$ cat config.mk
export PLATFORM = sky130hd
export DESIGN_NAME = ssd_scan_driver
export DESIGN_NICKNAME = d
export VERILOG_FILES = /design/src/rtl/ssd_pkg.sv /design/src/rtl/bin2bcd_seq.sv /design/src/rtl/ssd_scan_driver.sv
export SDC_FILE = /design/constraint.sdc
export NUM_CORES = 1
export LEC_CHECK = 0
export BUFFER_PORTS_ARGS = -buffer_cell sky130_fd_sc_hd__buf_2
export CORE_MARGIN = 1.5
export CORE_UTILIZATION = 47
export DETAILED_ROUTE_END_ITERATION = 7
export SLEW_MARGIN = 20
export SYNTH_ARGS = -nofsm -noshare
export SYNTH_HDL_FRONTEND = slang
export SYNTH_SLANG_ARGS = --single-unit
$ cat constraint.sdc
create_clock -name clk -period 3.45 [get_ports clk]
set_input_delay 0.345 -clock clk [delete_from_list [all_inputs] [get_ports clk]]
set_output_delay 0.345 -clock clk [all_outputs]
set_load 0.005 [all_outputs]
$ cat src/rtl/ssd_pkg.sv
// Shared constants, converter state encoding and segment helpers for the
// four-digit seven-segment scan driver.
package ssd_pkg;

    localparam int NUM_DIGITS = 4;
    localparam int DATA_W     = 13;
    localparam int BCD_W      = 4 * NUM_DIGITS;
    localparam int BITCNT_W   = 4;

    localparam logic [6:0] SEG_BLANK = 7'h7F;

    typedef enum logic [1:0] {
        IDLE  = 2'd0,
        SHIFT = 2'd1,
        DONE  = 2'd2
    } conv_state_t;

    // Active-low {g,f,e,d,c,b,a}; non-decimal codes fall back to a dark digit.
    function automatic logic [6:0] seg_encode(input logic [3:0] digit);
        logic [6:0] r_code;
        case (digit)
            4'd0:    r_code = 7'b1000000;
            4'd1:    r_code = 7'b1111001;
            4'd2:    r_code = 7'b0100100;
            4'd3:    r_code = 7'b0110000;
            4'd4:    r_code = 7'b0011001;
            4'd5:    r_code = 7'b0010010;
            4'd6:    r_code = 7'b0000010;
            4'd7:    r_code = 7'b1111000;
            4'd8:    r_code = 7'b0000000;
            4'd9:    r_code = 7'b0010000;
            default: r_code = SEG_BLANK;
        endcase
        return r_code;
    endfunction

    function automatic logic [3:0] bcd_adjust(input logic [3:0] nibble);
        logic [3:0] r_adj;
        if (nibble >= 4'd5) begin
            r_adj = nibble + 4'd3;
        end else begin
            r_adj = nibble;
        end
        return r_adj;
    endfunction

endpackage

$ cat src/rtl/bin2bcd_seq.sv
// Sequential double-dabble converter: one bit per cycle, re-converts whenever
// the input differs from the last value it finished converting.
module bin2bcd_seq
    import ssd_pkg::*;
(
    input  logic              i_clk,
    input  logic              i_rst,
    input  logic [DATA_W-1:0] i_value,
    output logic [BCD_W-1:0]  o_digits,
    output logic              o_busy
);

    conv_state_t          r_state;
    logic [DATA_W-1:0]    r_bin;
    logic [DATA_W-1:0]    r_conv;
    logic [DATA_W-1:0]    r_last_value;
    logic [BCD_W-1:0]     r_bcd;
    logic [BCD_W-1:0]     r_digits;
    logic [BITCNT_W-1:0]  r_bit_cnt;
    logic                 r_busy;
    logic [BCD_W-1:0]     w_bcd_adj;

    // Add-3 correction on every nibble ahead of the shift.
    always_comb begin
        w_bcd_adj = '0;
        for (int i = 0; i < NUM_DIGITS; i++) begin
            w_bcd_adj[4*i +: 4] = bcd_adjust(r_bcd[4*i +: 4]);
        end
    end

    // Converter FSM; r_conv keeps the value that is actually being shifted so
    // that later input changes cannot corrupt last_value.
    always_ff @(posedge i_clk) begin
        if (i_rst) begin
            r_state      <= IDLE;
            r_bin        <= '0;
            r_conv       <= '0;
            r_last_value <= '0;
            r_bcd        <= '0;
            r_digits     <= '0;
            r_bit_cnt    <= '0;
            r_busy       <= 1'b0;
        end else begin
            case (r_state)
                IDLE: begin
                    if (i_value != r_last_value) begin
                        r_bin     <= i_value;
                        r_conv    <= i_value;
                        r_bcd     <= '0;
                        r_bit_cnt <= '0;
                        r_busy    <= 1'b1;
                        r_state   <= SHIFT;
                    end else begin
                        r_busy    <= 1'b0;
                        r_state   <= IDLE;
                    end
                end
                SHIFT: begin
                    r_bcd     <= {w_bcd_adj[BCD_W-2:0], r_bin[DATA_W-1]};
                    r_bin     <= {r_bin[DATA_W-2:0], 1'b0};
                    r_bit_cnt <= r_bit_cnt + 4'd1;
                    if (r_bit_cnt == BITCNT_W'(DATA_W - 1)) begin
                        r_state <= DONE;
                    end else begin
                        r_state <= SHIFT;
                    end
                end
                DONE: begin
                    r_digits     <= r_bcd;
                    r_last_value <= r_conv;
                    r_busy       <= 1'b0;
                    r_state      <= IDLE;
                end
                default: begin
                    r_busy  <= 1'b0;
                    r_state <= IDLE;
                end
            endcase
        end
    end

    assign o_digits = r_digits;
    assign o_busy   = r_busy;

endmodule

$ cat src/rtl/ssd_scan_driver.sv
// Four-digit active-low seven-segment scan driver fed by a sequential BCD
// converter. Optional macro SSD_LEADING_ZERO_BLANK_EN blanks leading zeros.
module ssd_scan_driver
    import ssd_pkg::*;
#(
    parameter int REFRESH_DIV = 100000
) (
    input  logic                  clk,
    input  logic                  rst,
    input  logic [DATA_W-1:0]     value,
    output logic [NUM_DIGITS-1:0] anode,
    output logic [6:0]            seg,
    output logic                  busy
);

    localparam int              CNT_W   = (REFRESH_DIV > 1) ? $clog2(REFRESH_DIV) : 1;
    localparam logic [CNT_W-1:0] CNT_MAX = CNT_W'(REFRESH_DIV - 1);

    logic [CNT_W-1:0]      r_refresh_cnt;
    logic [1:0]            r_digit_idx;
    logic [NUM_DIGITS-1:0] r_anode;
    logic [6:0]            r_seg;

    logic [BCD_W-1:0]      w_digits;
    logic                  w_busy;
    logic                  w_wrap;
    logic [1:0]            w_idx_next;
    logic [3:0]            w_digit_sel;
    logic                  w_blank;
    logic [6:0]            w_seg_next;
    logic [NUM_DIGITS-1:0] w_anode_next;

    bin2bcd_seq u_conv (
        .i_clk    (clk),
        .i_rst    (rst),
        .i_value  (value),
        .o_digits (w_digits),
        .o_busy   (w_busy)
    );

    // Next-slot selection; anode and seg are both derived from the next index
    // so they always switch together on the same edge.
    always_comb begin
        w_wrap       = (r_refresh_cnt == CNT_MAX);
        if (w_wrap) begin
            w_idx_next = r_digit_idx + 2'd1;
        end else begin
            w_idx_next = r_digit_idx;
        end
        w_digit_sel  = w_digits[4*w_idx_next +: 4];
        w_anode_next = ~(4'b0001 << w_idx_next);
`ifdef SSD_LEADING_ZERO_BLANK_EN
        case (w_idx_next)
            2'd1:    w_blank = (w_digits[15:4]  == 12'd0);
            2'd2:    w_blank = (w_digits[15:8]  == 8'd0);
            2'd3:    w_blank = (w_digits[15:12] == 4'd0);
            default: w_blank = 1'b0;
        endcase
`else
        w_blank = 1'b0;
`endif
        if (w_blank) begin
            w_seg_next = SEG_BLANK;
        end else begin
            w_seg_next = seg_encode(w_digit_sel);
        end
    end

    // Refresh counter, digit index and registered pin drive.
    always_ff @(posedge clk) begin
        if (rst) begin
            r_refresh_cnt <= '0;
            r_digit_idx   <= 2'd0;
            r_anode       <= 4'b1110;
            r_seg         <= 7'b1000000;
        end else begin
            if (w_wrap) begin
                r_refresh_cnt <= '0;
            end else begin
                r_refresh_cnt <= r_refresh_cnt + CNT_W'(1);
            end
            r_digit_idx <= w_idx_next;
            r_anode     <= w_anode_next;
            r_seg       <= w_seg_next;
        end
    end

    assign anode = r_anode;
    assign seg   = r_seg;
    assign busy  = w_busy;

endmodule

== Word level (Yosys, flattened, before mapping) ==
Memory sizes are Yosys's and may differ from the RTL's. A register that Yosys moved wholly into a read port is not among the register bits.
Index checks and enable logic that the tools add are counted.

* Add/sub/neg operators: 7
* $lt $le $gt $ge: 4
* Equality and inequality tests: 6
* Shift-type cells: 2
* Multiplexer cells: 16
* Bitwise logic cells: 1
* Reduce and logical (&&, ||, !) cells: 5

{| class="wikitable"
|+ Operators with widths
! cell !! number
|-
| $pmux 16 s2 || 1
|-
| $pmux 13 s2 || 1
|-
| $add 17x1->17 const B || 1
|-
| $eq 17x17->1 const B || 1
|-
| $ge 4x3->1 const B || 4
|-
| $mux 16 || 1
|-
| $mux 4 || 4
|-
| $shiftx 16x5->4 || 1
|-
| $mux 13 || 1
|-
| $ne 13x13->1 || 1
|-
| $add 4x2->4 const B || 3
|-
| $pmux 4 s2 || 1
|-
| $add 4x1->4 const B || 1
|-
| $eq 4x4->1 const B || 1
|-
| $mux 2 || 2
|-
| $not 4->4 || 1
|-
| $pmux 2 s2 || 1
|-
| $reduce_and 2->1 || 2
|-
| $shl 1x2->4 const A || 1
|-
| $add 3x2->3 const B || 1
|-
| $mux 3 || 1
|-
| $add 2x1->2 const B || 1
|-
| $eq 2x1->1 const B || 1
|-
| $eq 2x2->1 const B || 1
|-
| 6 further kinds || 7
|}

* Flip-flop bits (word level): 101
* Bits in read-only memories: 112
* Input bits: 15
* Output and inout port bits: 12
* Word-level logic and storage cells: 53
* Memories: 1

{| class="wikitable"
|+ Memories
! name !! words !! width !! read ports !! clocked after Yosys merged registers in !! wr ports !! RTL line !! text
|-
| (no name shown) || 16 || 7 || 1 || 1 || 0 || ssd_pkg.sv:21 || <nowiki>case (digit)</nowiki>
|}

== Depth between registers and ports, before layout ==
* Depth after elaboration: 4
* Depth in mapped cells: 9

== Cells and area by module ==
A second synthesis with hierarchy kept.

* Cells, all modules: 563
* Area total of the unflattened synthesis: 4962.3 um2

{| class="wikitable"
|+ Modules (own cells, without submodules)
! module !! instances !! cells each !! area each (um2) !! seq. area each (um2)
|-
| bin2bcd_seq || 1 || 394 || 3468.3 || 1561.5
|-
| ssd_scan_driver || 1 || 169 || 1493.9 || 600.6
|}

== Least setup slack after synthesis ==
OpenSTA, ideal clock, no wires.

* Path type: register -> register
* Start: register r_refresh_cnt[0]
* End: register r_seg[3] (netlist: seg[3])
* Library setup time: 0.074 ns
* Data arrival time: 2.300 ns
* Data required time: 3.376 ns
* Path slack: 1.076 ns
* Stages on the path, launching flop included: 10
* Buffers on the path: 0
* Clock period less this slack: 2.374 ns
* Path through: dfxtp_1 -> ha_1 -> and4bb_2 -> nand4_4 -> mux2i_4 -> o221ai_2 -> clkinv_1 -> ha_1 -> a21o_2 -> a31oi_1

* Longest elaborated chain between the ends: 3

{| class="wikitable"
|+ Ends and longest elaborated chain
! item !! RTL line !! text
|-
| start: declaration || ssd_scan_driver.sv:19 || <nowiki>logic [CNT_W-1:0] r_refresh_cnt;</nowiki>
|-
| start signal: assignment || ssd_scan_driver.sv:80 || <nowiki>r_refresh_cnt <= r_refresh_cnt + CNT_W'(1);</nowiki>
|-
| $eq 17x17->1 || ssd_scan_driver.sv:44 || <nowiki>w_wrap = (r_refresh_cnt == CNT_MAX);</nowiki>
|-
| $mux 2 || ssd_scan_driver.sv:45 || <nowiki>if (w_wrap) begin</nowiki>
|-
| $shiftx 16x5->4 || ssd_scan_driver.sv:50 || <nowiki>w_digit_sel = w_digits[4*w_idx_next +: 4];</nowiki>
|-
| end: declaration || ssd_scan_driver.sv:22 || <nowiki>logic [6:0] r_seg;</nowiki>
|}

No other way between the ends.
A chain may end at the register's enable or synchronous reset.

== Final worst setup path ==
Ends and elaborated chain as after synthesis.

==> impl_metrics.ini <==
[sta]
hold_viol = 0
layout_min_cycle_time_ns = 2.706
rsz0062_at_grt = no
report.final.slew_viol_count = 0
fmax_mhz = 369.5
relSlewSlack_pct = 35.12
skew_ns = 0.008809
setup_tns_ns = 0
finalSetupViolCount = 0
timing.final.crit_share_pct = 78.45
worst_pin_slew_ns = 0.9732

[synthesis]
synth_compound_area_share_pct = 15.17
synth-simple-area-share_pct = 19.73
synthAdderAreaFrac_pct = 3.127
synth_flop_cell = dfxtp_1
yosysTopAreaCellShare_pct = 45.04
yosys_warnings = 0
synthXorXnorAreaFrac_pct = 7.141
synth_top_family_by_area = simple AND/OR/NAND/NOR gates
syn-num-nets = 582
synth_cells = 555
synth_area_leaders = dfxtp_1, nand2_1, a21oi_1
ys_types = 52
syn-cell-area_um2 = 4801
synth.area.mux_share_pct = 5.160
yosysSeqAreaShare_pct = 45.04
async_reset_ff_share_pct = 0
avgSynthCellArea_um2 = 8.650
synthTopCellsByCount = dfxtp_1, nand2_1, nor2_1
synth_edf_count = 0
yosysTopAreaCell = dfxtp_1
yosysMostFrequentCell = dfxtp_1
synth_seq_cells = 108

[power]
power_mw = 2.247
comb_power_share_pct = 6.0
ir_drop_v = 0.0003021
pwr-share-clk_pct = 36.4
power.leakage_nw = 2.004
p_per_area_nw_per_um2 = 427.1
pwr-share-seq_pct = 57.6
switching_power_mw = 0.5138
intPower_mw = 1.734
swShare_pct = 22.86

[clock_network]
htree_levels = 3
cts_num_sinks = 108
cts.clk_slew.worst_paths_ns = 0.10
hold_buffers = 0
cts_resized = 0
cts_root_buffer = clkbuf_8
clk_latency_ns = 0.37
tritoncts = built
cts_made_buffers = 9
post-cts-setup-buffers = 0
clockBufferDepth = 2

[global_route]
grt_pass1_wl_mm = 16.92
grt_use_total_pct = 19.21
grt_remaining_overflow = 0
grt_max_degree = 54
grt_pass1_vias = 3527
antenna_found_initial = 0

[die]
rows = 36
start_util_pct = 48.89
io_pins = 27
core_um2 = 9819
die_w_um = 104.1
fp.dieArea_um2 = 10830
die_y_um = 104.1

[detailed_routing]
drcViolationCount = 0
vias = 3773
via_per_inst = 5.337
dr.pass1.iters = 4
routed_wirelength_mm = 9.831
drtIter0Drc = 144
final_antenna_net_count = 0
wire_per_inst_um = 13.91

[placed_design]
port_buffers = 26
gp_congestion = 0.7811
dp.final_hpwl_mm = 6.942

[setup_path]
path_cells = ha_1 -> and4bb_2 -> nand4_4 -> mux2i_4 -> o221ai_2 -> clkinv_1 -> ha_1 -> a21o_2 -> a31oi_1
path_delay_family = compound AO/OA/AOI/OAI gates
crit_arrival_ns = 2.99
crit_path_max_fanout = 8
crit_top_cell = ha_1
crit_path_start_kind = flop
critical_path_class = flop to flop
end_kind = flop
worst_path_max_delay_cell = dfxtp_1
cp_slowest_stage_delay_ns = 0.38
worstPathRequired_ns = 3.73
path_buf_inv = 1

[finish]
drive_gt1_share_pct = 12.02
diodes = 0
nets = 597
final_core_util_pct = 53.59
syn_to_final_growth_pct = 9.617

[min_path]
worstHoldPathType = input pin to flop

[status]
status = finished, final reports clean

[job]
drv_cap = 0
## logic make-up after synthesis
group	after synthesis
adders and majority gates	12
AOI/OAI and AO/OA	110
DFF	108
and+or+nand+nor	208
muxes	23
buffers and inverters	57
xor gates and xnor gates	37
## worst reg2reg max path, stage by stage, from the launching register on
cell      delay, ns
dfxtp_1        0.38
ha_1           0.26
and4bb_2       0.28
nand4_4        0.25
mux2i_4        0.31
o221ai_2       0.28
clkinv_1       0.18
ha_1           0.33
a21o_2         0.19
a31oi_1        0.15
## cell usage in the layout (no fill, tap or decap), types with 2 or more instances in the layout
master	count
a211oi_1	2
a21oi_1	48
a221oi_1	12
a22oi_1	11
and3_1	4
and4bb_2	2
buf_2	26
buf_4	7
bufinv_16	2
clkbuf_8	9
clkinvlp_4	4
dfxtp_1	108
ha_1	12
inv_1	27
mux2_2	4
mux2i_1	18
nand2_1	84
nand2b_1	7
nand3_1	14
nand4_1	5
nor2_1	61
nor3_1	15
nor4_1	2
o21ai_0	12
o221ai_2	3
o31ai_1	12
xnor2_1	16
xor2_1	20
## metal layers
| layer | part of all wire [%] | GRT usage (%) |
|---|---|---|
| met1 | 48 | 24.67 |
| met2 | 48 | 32.31 |
| met3 | 3.0 | 4.449 |
| met4 | 1.1 | 5.357 |
| met5 | 0 | 0 |
## final cells by class
cell class                      count  area (um2)
Fill cell                         963        4557
Multi-Input combinational cell    390        2432
Sequential cell                   108        2162
Timing Repair Buffer               33       182.7
Tap cell                          133       166.4
Clock buffer                        9       123.9
Inverter                           28       105.1
Clock inverter                      6       90.09
## stage by stage
| step | instance area, um2 | worst slack, ns | hold slack [ns] | cells |
|---|---|---|---|---|
| global placement | 5049 | 0.9555 | 0.4371 | 692 |
| global route | 5263 | 0.5457 | 0.2580 | 707 |
| finish | 5263 | 0.7436 | 0.2562 | 707 |
| floorplan | 4801 | 1.076 | 0.4265 | 555 |
| CTS | 5263 | 0.7652 | 0.2438 | 707 |
| detailed placement | 5049 | 0.7968 | 0.4455 | 692 |
## state kept, by name (all words and copies together) (netlist names)
register,cells
seg,7
u_conv.r_bin,13
anode,4
r_digit_idx,2
u_conv.r_bcd,16
u_conv.r_conv,13
u_conv.r_last_value,13
u_conv.r_state,2
u_conv.r_bit_cnt,4
u_conv.o_digits,16
r_refresh_cnt,17
u_conv.o_busy,1
## worst paths after layout
kind / startpoint / to / slack (ns) / cells after the start
hold reg to reg: u_conv.r_conv[7] / u_conv.r_last_value[7] / 0.46 / 2
setup reg to reg: r_refresh_cnt[0] / seg[3] / 0.74 / 9
setup / recovery: r_refresh_cnt[0] / seg[3] / 0.74 / 9
hold / removal: value[3] / u_conv.r_conv[3] / 0.26 / 3
## power by group through the flow
stage	Combinational [mW]	Sequential [mW]	Clock, mW
6_report	0.135	1.29	0.819
5_1_grt	0.154	1.30	0.904
4_1_cts	0.137	1.29	0.854
3_5_place_dp	0.136	1.32	0
3_3_place_gp	0.135	1.32	0
2_1_floorplan	0.101	1.32	0
Power figures use the tool's default switching activity.
